$ cat config.mk
export PLATFORM = sky130hd
export DESIGN_NAME = ex_mem_wb_pipe
export DESIGN_NICKNAME = d
export VERILOG_FILES = /design/src/rtl/ex_mem_wb_pipe.sv
export SDC_FILE = /design/constraint.sdc
export NUM_CORES = 1
export LEC_CHECK = 0
export ABC_AREA = 1
export CORE_ASPECT_RATIO = 0.75
export CORE_UTILIZATION = 40
export DETAILED_ROUTE_END_ITERATION = 16
export PLACE_DENSITY = 0.8
export SETUP_SLACK_MARGIN = 0.02
export SLEW_MARGIN = 0
export SYNTH_ARGS = -nofsm -noshare
export SYNTH_HDL_FRONTEND = slang
export SYNTH_SLANG_ARGS = --single-unit
export TNS_END_PERCENT = 100
$ cat constraint.sdc
create_clock -name clk -period 4.16 [get_ports clk]
set_input_delay 0.624 -clock clk [delete_from_list [all_inputs] [get_ports clk]]
set_output_delay 0.624 -clock clk [all_outputs]
set_load 0.005 [all_outputs]
$ cat src/rtl/ex_mem_wb_pipe.sv
// EX/MEM and MEM/WB pipeline registers with hold, bubble insertion and load-use stall request.
// Optional statistics counters enabled by defining PIPE_STAT_EN.
module ex_mem_wb_pipe #(
  parameter int unsigned DATA_W = 32,
  parameter int unsigned REG_W  = 5
) (
  input  logic              clk,
  input  logic              rst,
  input  logic              hold,
  input  logic              ex_bubble,
  input  logic [REG_W-1:0]  ex_rd,
  input  logic              ex_we,
  input  logic              ex_memtoreg,
  input  logic              ex_memwrite,
  input  logic [DATA_W-1:0] ex_alu,
  input  logic [DATA_W-1:0] ex_sdata,
  input  logic [REG_W-1:0]  id_ra,
  input  logic [REG_W-1:0]  id_rb,
  input  logic [DATA_W-1:0] mem_rdata,
  output logic [REG_W-1:0]  Rd,
  output logic              WE,
  output logic [DATA_W-1:0] mem_alu,
  output logic              mem_memtoreg,
  output logic              mem_memwrite,
  output logic [DATA_W-1:0] mem_sdata,
  output logic [REG_W-1:0]  RW,
  output logic              WB,
  output logic [DATA_W-1:0] wb_data,
`ifdef PIPE_STAT_EN
  output logic [31:0]       bubble_cnt,
  output logic [31:0]       hold_cnt,
`endif
  output logic              stall_req
);

  logic [REG_W-1:0]  rd_q, rd_d;
  logic              we_q, we_d;
  logic [DATA_W-1:0] alu_q, alu_d;
  logic              memtoreg_q, memtoreg_d;
  logic              memwrite_q, memwrite_d;
  logic [DATA_W-1:0] sdata_q, sdata_d;
  logic [REG_W-1:0]  rw_q, rw_d;
  logic              wb_q, wb_d;
  logic [DATA_W-1:0] wbdata_q, wbdata_d;

  // Next-state: hold freezes both stages, bubble only zeroes EX/MEM.
  always_comb begin
    rd_d       = rd_q;
    we_d       = we_q;
    alu_d      = alu_q;
    memtoreg_d = memtoreg_q;
    memwrite_d = memwrite_q;
    sdata_d    = sdata_q;
    rw_d       = rw_q;
    wb_d       = wb_q;
    wbdata_d   = wbdata_q;
    if (!hold) begin
      if (ex_bubble) begin
        rd_d       = '0;
        we_d       = 1'b0;
        alu_d      = '0;
        memtoreg_d = 1'b0;
        memwrite_d = 1'b0;
        sdata_d    = '0;
      end else begin
        rd_d       = ex_rd;
        // $0 must never look like a forwarding source
        we_d       = ex_we & (ex_rd != '0);
        alu_d      = ex_alu;
        memtoreg_d = ex_memtoreg;
        memwrite_d = ex_memwrite;
        sdata_d    = ex_sdata;
      end
      rw_d     = rd_q;
      wb_d     = we_q;
      wbdata_d = memtoreg_q ? mem_rdata : alu_q;
    end
  end

  always_ff @(posedge clk or posedge rst) begin
    if (rst) begin
      rd_q       <= '0;
      we_q       <= 1'b0;
      alu_q      <= '0;
      memtoreg_q <= 1'b0;
      memwrite_q <= 1'b0;
      sdata_q    <= '0;
      rw_q       <= '0;
      wb_q       <= 1'b0;
      wbdata_q   <= '0;
    end else begin
      rd_q       <= rd_d;
      we_q       <= we_d;
      alu_q      <= alu_d;
      memtoreg_q <= memtoreg_d;
      memwrite_q <= memwrite_d;
      sdata_q    <= sdata_d;
      rw_q       <= rw_d;
      wb_q       <= wb_d;
      wbdata_q   <= wbdata_d;
    end
  end

  assign Rd           = rd_q;
  assign WE           = we_q;
  assign mem_alu      = alu_q;
  assign mem_memtoreg = memtoreg_q;
  assign mem_memwrite = memwrite_q;
  assign mem_sdata    = sdata_q;
  assign RW           = rw_q;
  assign WB           = wb_q;
  assign wb_data      = wbdata_q;

  // A load result is only available after MEM, so a dependent ID instruction must stall.
  assign stall_req = ex_memtoreg & ex_we & (ex_rd != '0) &
                     ((ex_rd == id_ra) | (ex_rd == id_rb)) & ~ex_bubble;

`ifdef PIPE_STAT_EN
  logic [31:0] bubble_cnt_q, hold_cnt_q;

  always_ff @(posedge clk or posedge rst) begin
    if (rst) begin
      bubble_cnt_q <= '0;
      hold_cnt_q   <= '0;
    end else begin
      if (!hold && ex_bubble) bubble_cnt_q <= bubble_cnt_q + 32'd1;
      if (hold)               hold_cnt_q   <= hold_cnt_q + 32'd1;
    end
  end

  assign bubble_cnt = bubble_cnt_q;
  assign hold_cnt   = hold_cnt_q;
`endif

endmodule

# Word level (Yosys, flattened, before mapping)
# Index checks and enable logic that the tools add are counted.
[classes] n_eq_ne=2 n_mux=7 bitwise_logic=7 reduce_logical=1
[ops] op="$mux 32" n=3
[ops] op="$eq 5x5->1" n=2
[ops] op="$and 1x1->1" n=5
[ops] op="$mux 5" n=1
[ops] op="$reduce_bool 5->1" n=1
[ops] op="$mux 1" n=3
[ops] op="$not 1->1" n=1
[ops] op="$or 1x1->1" n=1
[totals] ff_bits=110 in_bits=118 output_inout_bits=111 elab_cells=26

# Depth between registers and ports, before layout
# Gate-level depths: netlist of the first run.
[logic_depth] word_depth=4 ltp_mapped=6 mapped_depth_nobuf=6

# Worst setup path before layout of the first run
# Ideal clock, no wire load.
[synth_timing] path_kind="input to output" startpoint="in ex_rd[2]" endpoint="out stall_req" arrival_time_ns=1.080 required_ns=3.536 slack_ns=2.456 stages=6 n_path_buf=0 path_cell_list="inv_1 nand2_1 nand2_1 nor2_1 nand3_1 a21oi_1"
[synth_between] elab_chain_len=4 word_cells_on_any_way=7 classes_between="eq/ne (2); bitwise (4); reduce/logical (1)"
[synth_lines] element="start: declaration" line_no="11" source="input logic [REG_W-1:0] ex_rd,"
[synth_lines] element="$eq 5x5->1 or $reduce_bool 5->1 (tied branches)" line_no="116, 115"
[synth_lines] element="$or 1x1->1 or $and 1x1->1 (tied branches)" line_no="116, 115"
[synth_lines] element="$and 1x1->1 (*)" line_no="115" source="assign stall_req = ex_memtoreg & ex_we & (ex_rd != '0) &"
[synth_lines] element="$and 1x1->1 (*)" line_no="116" source="((ex_rd == id_ra) | (ex_rd == id_rb)) & ~ex_bubble;"
[synth_lines] element="end: declaration" line_no="33" source="output logic stall_req"
# Every way passes the cells marked *; elsewhere a longest branch is shown, timed or not.

# Worst setup path in the final report of the first run
[layout_timing] startpoint="in ex_rd[3]" endpoint="out stall_req"
# The elaborated chain is that of the path after synthesis.

==> results of run 1 <==
==> cell families after synthesis <==
logic type	share of synthesized area, %
AO/OA/AOI/OAI	8.525
AND/OR/NAND/NOR	25.90
XOR/XNOR	0.5631
flip-flops	58.98
buffers and inverters	6.032
==> placed cells by master, fill, tap and decap left out, types with 4 or more instances in the layout <==
master           instances
clkdlybuf4s50_1        227
nand2_1                191
dfrtp_1                110
nand3_1                 68
a21oi_1                 65
nor2_1                  37
inv_1                   18
clkbuf_16                9
o21ai_0                  7
buf_4                    7
o22ai_1                  6
bufinv_16                4
==> power by group through the flow <==
stage / Clock [mW] / Sequential, mW / Combinational [mW]
after detailed placement: 0 / 1.25 / 0.555
after floorplan: 0 / 1.25 / 0.184
after CTS: 1.03 / 1.23 / 0.559
after global routing: 1.08 / 1.25 / 0.605
final: 1.01 / 1.23 / 0.554
after global placement: 0 / 1.25 / 0.545
==> registers in the layout, summed over array words and instances (netlist names) <==
signal	flops
wb_data	32
mem_memwrite	1
WB	1
Rd	5
mem_sdata	32
mem_memtoreg	1
mem_alu	32
WE	1
RW	5
==> routing by layer <==
layer / GRT usage, % / vias to the layer above
met2: 39.64 / 206
met3: 8.586 / 21
li1: - / 2178
met1: 29.32 / 2163
met5: 0 / -
met4: 8.433 / 0
==> path summary, 6_finish.rpt <==
path / cells after the start / endpoint
max in group asynchronous: 3 / mem_sdata[9]
setup / recovery: 8 / stall_req
hold reg to reg: 2 / mem_sdata[14]
min in group asynchronous: 2 / wb_data[20]
hold / removal: 2 / mem_sdata[14]
setup reg to reg: 3 / wb_data[7]
==> critical path: stages <==
cell	delay [ns]
clkdlybuf4s50_1	0.55
inv_1	0.09
nand2_1	0.07
nand2_1	0.04
nor2_1	0.10
nand3_1	0.10
a21oi_1	0.15
clkdlybuf4s50_1	0.51
==> area by class of cell <==
cell class	instances	area, um2	share of cell area, %
inverter	22	86.33	1.179
sequential	110	2753	37.58
clock inverter	4	120.1	1.640
multi-input combinational	379	1633	22.29
clock buffer	11	232.7	3.177
tap	140	175.2	2.392
timing repair buffer	234	2325	31.74
==> stage by stage <==
step	hold WS (ns)	instances
floorplan	0.4726	548
global placement	0.4616	885
detailed placement	0.4640	885
CTS	0.4842	900
global route	0.5028	900
finish	0.4836	900
==> impl_metrics.yaml, run 1 <==
worst_setup_path:
  r2r_slack_ns: 2.53
  startpoint: "ex_rd[3]"
  worstReg2RegStart: "mem_memtoreg"
  crit_type: "input pin to output pin"
  critPathArrivalTime_ns: 2.25
  startpoint_type: "input pin"
  worstPathMaxFanout: 4
  worstPathRequired_ns: 3.54
  end_kind: "output pin"
sta:
  tightestPinTransition_ns: 1.091
  rsz0062_at_grt: "false"
  setup_violations: 0
  min_period_over_period_pct: 69.03
  fin_crit_ns: 2.872
  relSlewSlack_pct: 27.28
  drv_slew: 0
  fmax_ghz: 0.3482
  hold_viol: 0
  setup_ws_ns: 1.288
  clock_skew_ns: 0.006342
  tns_ns: 0
pwr:
  seqPwrFrac_pct: 44.2
  swShare_pct: 23.46
  power_density_nw_per_um2: 381.7
  cellInternalPower_mw: 2.140
  peakVddDrop_v: 0.0002185
  pwr-share-clk_pct: 36.0
  power_mw: 2.796
  combinationalPowerShare_pct: 19.8
  p_leak_nw: 3.424
  p_sw_uw: 655.9
routing:
  drt-initial-drc-count: 213
  m1WireLength_mm: 5.794
  ant_nets: 0
  dr_wl_met3_mm: 1.342
  viasPerCell: 5.076
  drc: 0
  top_layer: "met4"
  routedWlPerCell_um: 15.91
  vias: 4568
  drt-total-wl_mm: 14.32
  drt-pass1-iter-count: 7
  dr_wl_met2_mm: 6.890
cells_and_area:
  n_fill_cell: 909
  nets: 874
  syn_to_final_growth_pct: 56.94
  n_antenna_cell: 0
  design_area_um2: 7325
  utilization_pct: 65.70
  final_layout_size_suffix_gt1_share_pct: 3.158
min_path:
  min-delay-start: "mem_sdata[14]"
  hold_class: "register to register"
floorplan:
  die_h_um: 95.55
  initial_utilization_pct: 41.86
  core_area_um2: 11150
  rows: 33
  ios: 229
  die_area_um2: 12110
  die_w_um: 126.7
clocking:
  cts_root_buffer: "clkbuf_16"
  ctsHoldBuffers: 0
  tritoncts: "yes"
  cts_setup_buffers: 0
  clock_sinks: 110
  clk_pin_slew_worst_paths_ns: 0.06
  cts_max_path_buffers: 2
  cts_max_level: 3
  cts_resized: 0
  clock_latency_ns: 0.34
  numCtsBuffers: 9
placed_design:
  hpwl_mm: 9.804
  io_buffers: 228
  gp_congestion: 0.8839
  placed_area_um2: 6972
  pre_cts_ws_ns: 1.303
synth:
  yosysMostFrequentCell: "nand2_1"
  yosysWarnings: 0
  synth_area_leaders: "dfrtp_1, nand2_1, nand3_1, a21oi_1, nor2_1"
  ys_ff_latch: 110
  synth_top_area_cell: "dfrtp_1"
  syn_inst: 548
  ys_seq_area_share_pct: 58.98
  synthFlopType: "dfrtp_1"
  synth_area_per_cell_um2: 8.516
  synth_top_area_share_pct: 58.98
  synth_common_cells: "nand2_1, dfrtp_1, nand3_1"
  yosysUniqueCellTypes: 16
  synth-edff-count: 0
  syn_area_um2: 4667
  synth-async-reset-ratio_pct: 100.0
  syn_nets: 666
global_routing:
  grt-ovfl-total: 0
  antenna_found_initial: 0
  grt_pass1_wl_mm: 22.51
  grt_pass1_vias: 4558
  grt_max_degree: 110
  track_usage_pct: 23.97
run_status:
  status: "finished, final reports clean"
run:
  maxCapViolCount: 0
No activity file was read; power rests on OpenSTA's default activity.
==> inputs of run 2 (changes only) <==
Clock period 4.16 ns to 2.9 ns, I/O delays scaled along.
==> run 2 against run 1 <==
  * Via count shrank 1.6%
  * Cell count grew 0.22%
  * Setup slack lost 0.85 ns
  * Power grew 38%
  * Largest power group unchanged
  * Final area is essentially flat
  * Critical path type unchanged
  * Combinational power grew 44%
==> impl_metrics.yaml, run 2 (synthesis gave the netlist of run 1 again) <==
cells_and_area:
  n_antenna_cell: 0
  fin_cells: 902
  layout_commonest_cell: "clkdlybuf4s50_1"
  nets: 875
  design_area_um2: 7322
  utilization_pct: 65.68
  mostFrequentLayoutCells: "clkdlybuf4s50_1, nand2_1, dfrtp_1, nand3_1, a21oi_1"
  final_layout_size_suffix_gt1_share_pct: 3.412
  syn_to_final_growth_pct: 56.89
worst_setup_path:
  critPathArrivalTime_ns: 2.03
  path_delay_family: "buffers and inverters"
  r2r_cells: 3
  worstPathMaxFanout: 4
  worstReg2RegStart: "mem_memtoreg"
  slowest_stage: "clkdlybuf4s50_1"
  crit_path_cell_trace: "clkdlybuf4s50_1, inv_1, nand2_1, nand2_1, nor2_1, nand3_1, a21oi_1, clkdlybuf4s50_1"
  slowest_delay_ns: 0.53
  worstPathRequired_ns: 2.47
  crit_type: "input pin to output pin"
  crit_buf_inv: 3
  cp.depth: 8
  startpoint: "ex_rd[3]"
  startpoint_type: "input pin"
  end_kind: "output pin"
floorplan:
  die_h_um: 95.55
  die_area_um2: 12110
  core_area_um2: 11150
  rows: 33
  die_w_um: 126.7
  initial_utilization_pct: 41.86
  ios: 229
clocking:
  ctsHoldBuffers: 0
  clk_pin_slew_worst_paths_ns: 0.07
  tritoncts: "yes"
  cts_resized: 0
  clock_sinks: 110
  cts_root_buffer: "clkbuf_16"
  clock_latency_ns: 0.33
  cts_max_level: 3
  cts_setup_buffers: 0
  cts_max_path_buffers: 2
  numCtsBuffers: 9
pwr:
  power_mw: 3.858
  peakVddDrop_v: 0.0004179
  p_leak_nw: 3.410
  power_density_nw_per_um2: 526.9
global_routing:
  grt_max_degree: 111
  grt-ovfl-total: 0
  antenna_found_initial: 0
  track_usage_pct: 23.56
  grt_pass1_wl_mm: 22.13
  grt_pass1_vias: 4356
routing:
  drc: 0
  drt-pass1-iter-count: 4
  ant_nets: 0
  drt-total-wl_mm: 14.06
  routedWlPerCell_um: 15.58
  vias: 4495
  drt-initial-drc-count: 148
  viasPerCell: 4.983
min_path:
  hold_class: "register to register"
  min-delay-start: "mem_sdata[12]"
  min_path_cells: 2
sta:
  fin_crit_ns: 2.466
  fmax_ghz: 0.4055
  setup_violations: 0
  relSlewSlack_pct: 27.10
  min_period_over_period_pct: 85.05
  tns_ns: 0
  clock_skew_ns: 0.005647
  tightestPinTransition_ns: 1.094
  drv_slew: 0
  hold_viol: 0
  rsz0062_at_grt: "false"
run:
  maxCapViolCount: 0
placed_design:
  placed_area_um2: 7005
  dp.cells: 886
  io_buffers: 228
  hpwl_mm: 9.530
  gp_congestion: 0.9075
run_status:
  status: "finished, final reports clean"
run 2: cell count changes in the layout (fill, tap and decap cells not counted):
cell | before | now
clkinv_4 | 0 | 1
buf_12 | 0 | 2
inv_4 | 1 | 0
clkinvlp_4 | 0 | 3
buf_4 | 7 | 6
bufinv_16 | 4 | 2
run 2: final cells by class:
cell class	instances	area, um2
Fill cell	878	3826
Sequential cell	110	2753
Timing Repair Buffer	235	2357
Multi-Input combinational cell	379	1633
Clock buffer	11	232.7
Tap cell	140	175.2
Inverter	22	87.58
Clock inverter	5	83.83
run 2: per-layer routing:
metal / vias up / GRT usage [%] / share of wire [%] / routed length, um
met4: 0 / 6.746 / 1.7 / 243
li1: 2178 / - / - / -
met2: 191 / 39.13 / 47 / 6544
met3: 22 / 8.866 / 9.3 / 1310
met5: - / 0 / 0 / 0
met1: 2104 / 28.98 / 42 / 5959
run 2: final timing paths:
kind / endpoint / slack, ns
max: stall_req / 0.43
max reg2reg: wb_data[11] / 1.32
min: mem_sdata[12] / 0.48
min in group asynchronous: mem_sdata[13] / 0.64
min reg2reg: mem_sdata[12] / 0.48
max in group asynchronous: mem_alu[10] / 1.84
run 2: power by group:
group          total (mW)  internal [mW]  leakage, nW  switching (mW)
clock network        1.29          0.759        0.146           0.531
registers            1.77           1.67         1.39          0.0940
logic               0.799          0.471         1.87           0.328
total                3.86           2.91         3.41           0.952
run 2: stage by stage:
stage | setup slack (ns) | hold WS [ns]
detailed placement | 0.4356 | 0.4656
finish | 0.4337 | 0.4784
global route | 0.2908 | 0.5006
global placement | 0.5063 | 0.4599
CTS | 0.4404 | 0.4840
floorplan | 1.136 | 0.4726
run 2: tightest hold or removal path: stages (launching register included):
cell and delay, ns:
dfrtp_1 0.34, nand2_1 0.05, nand2_1 0.05
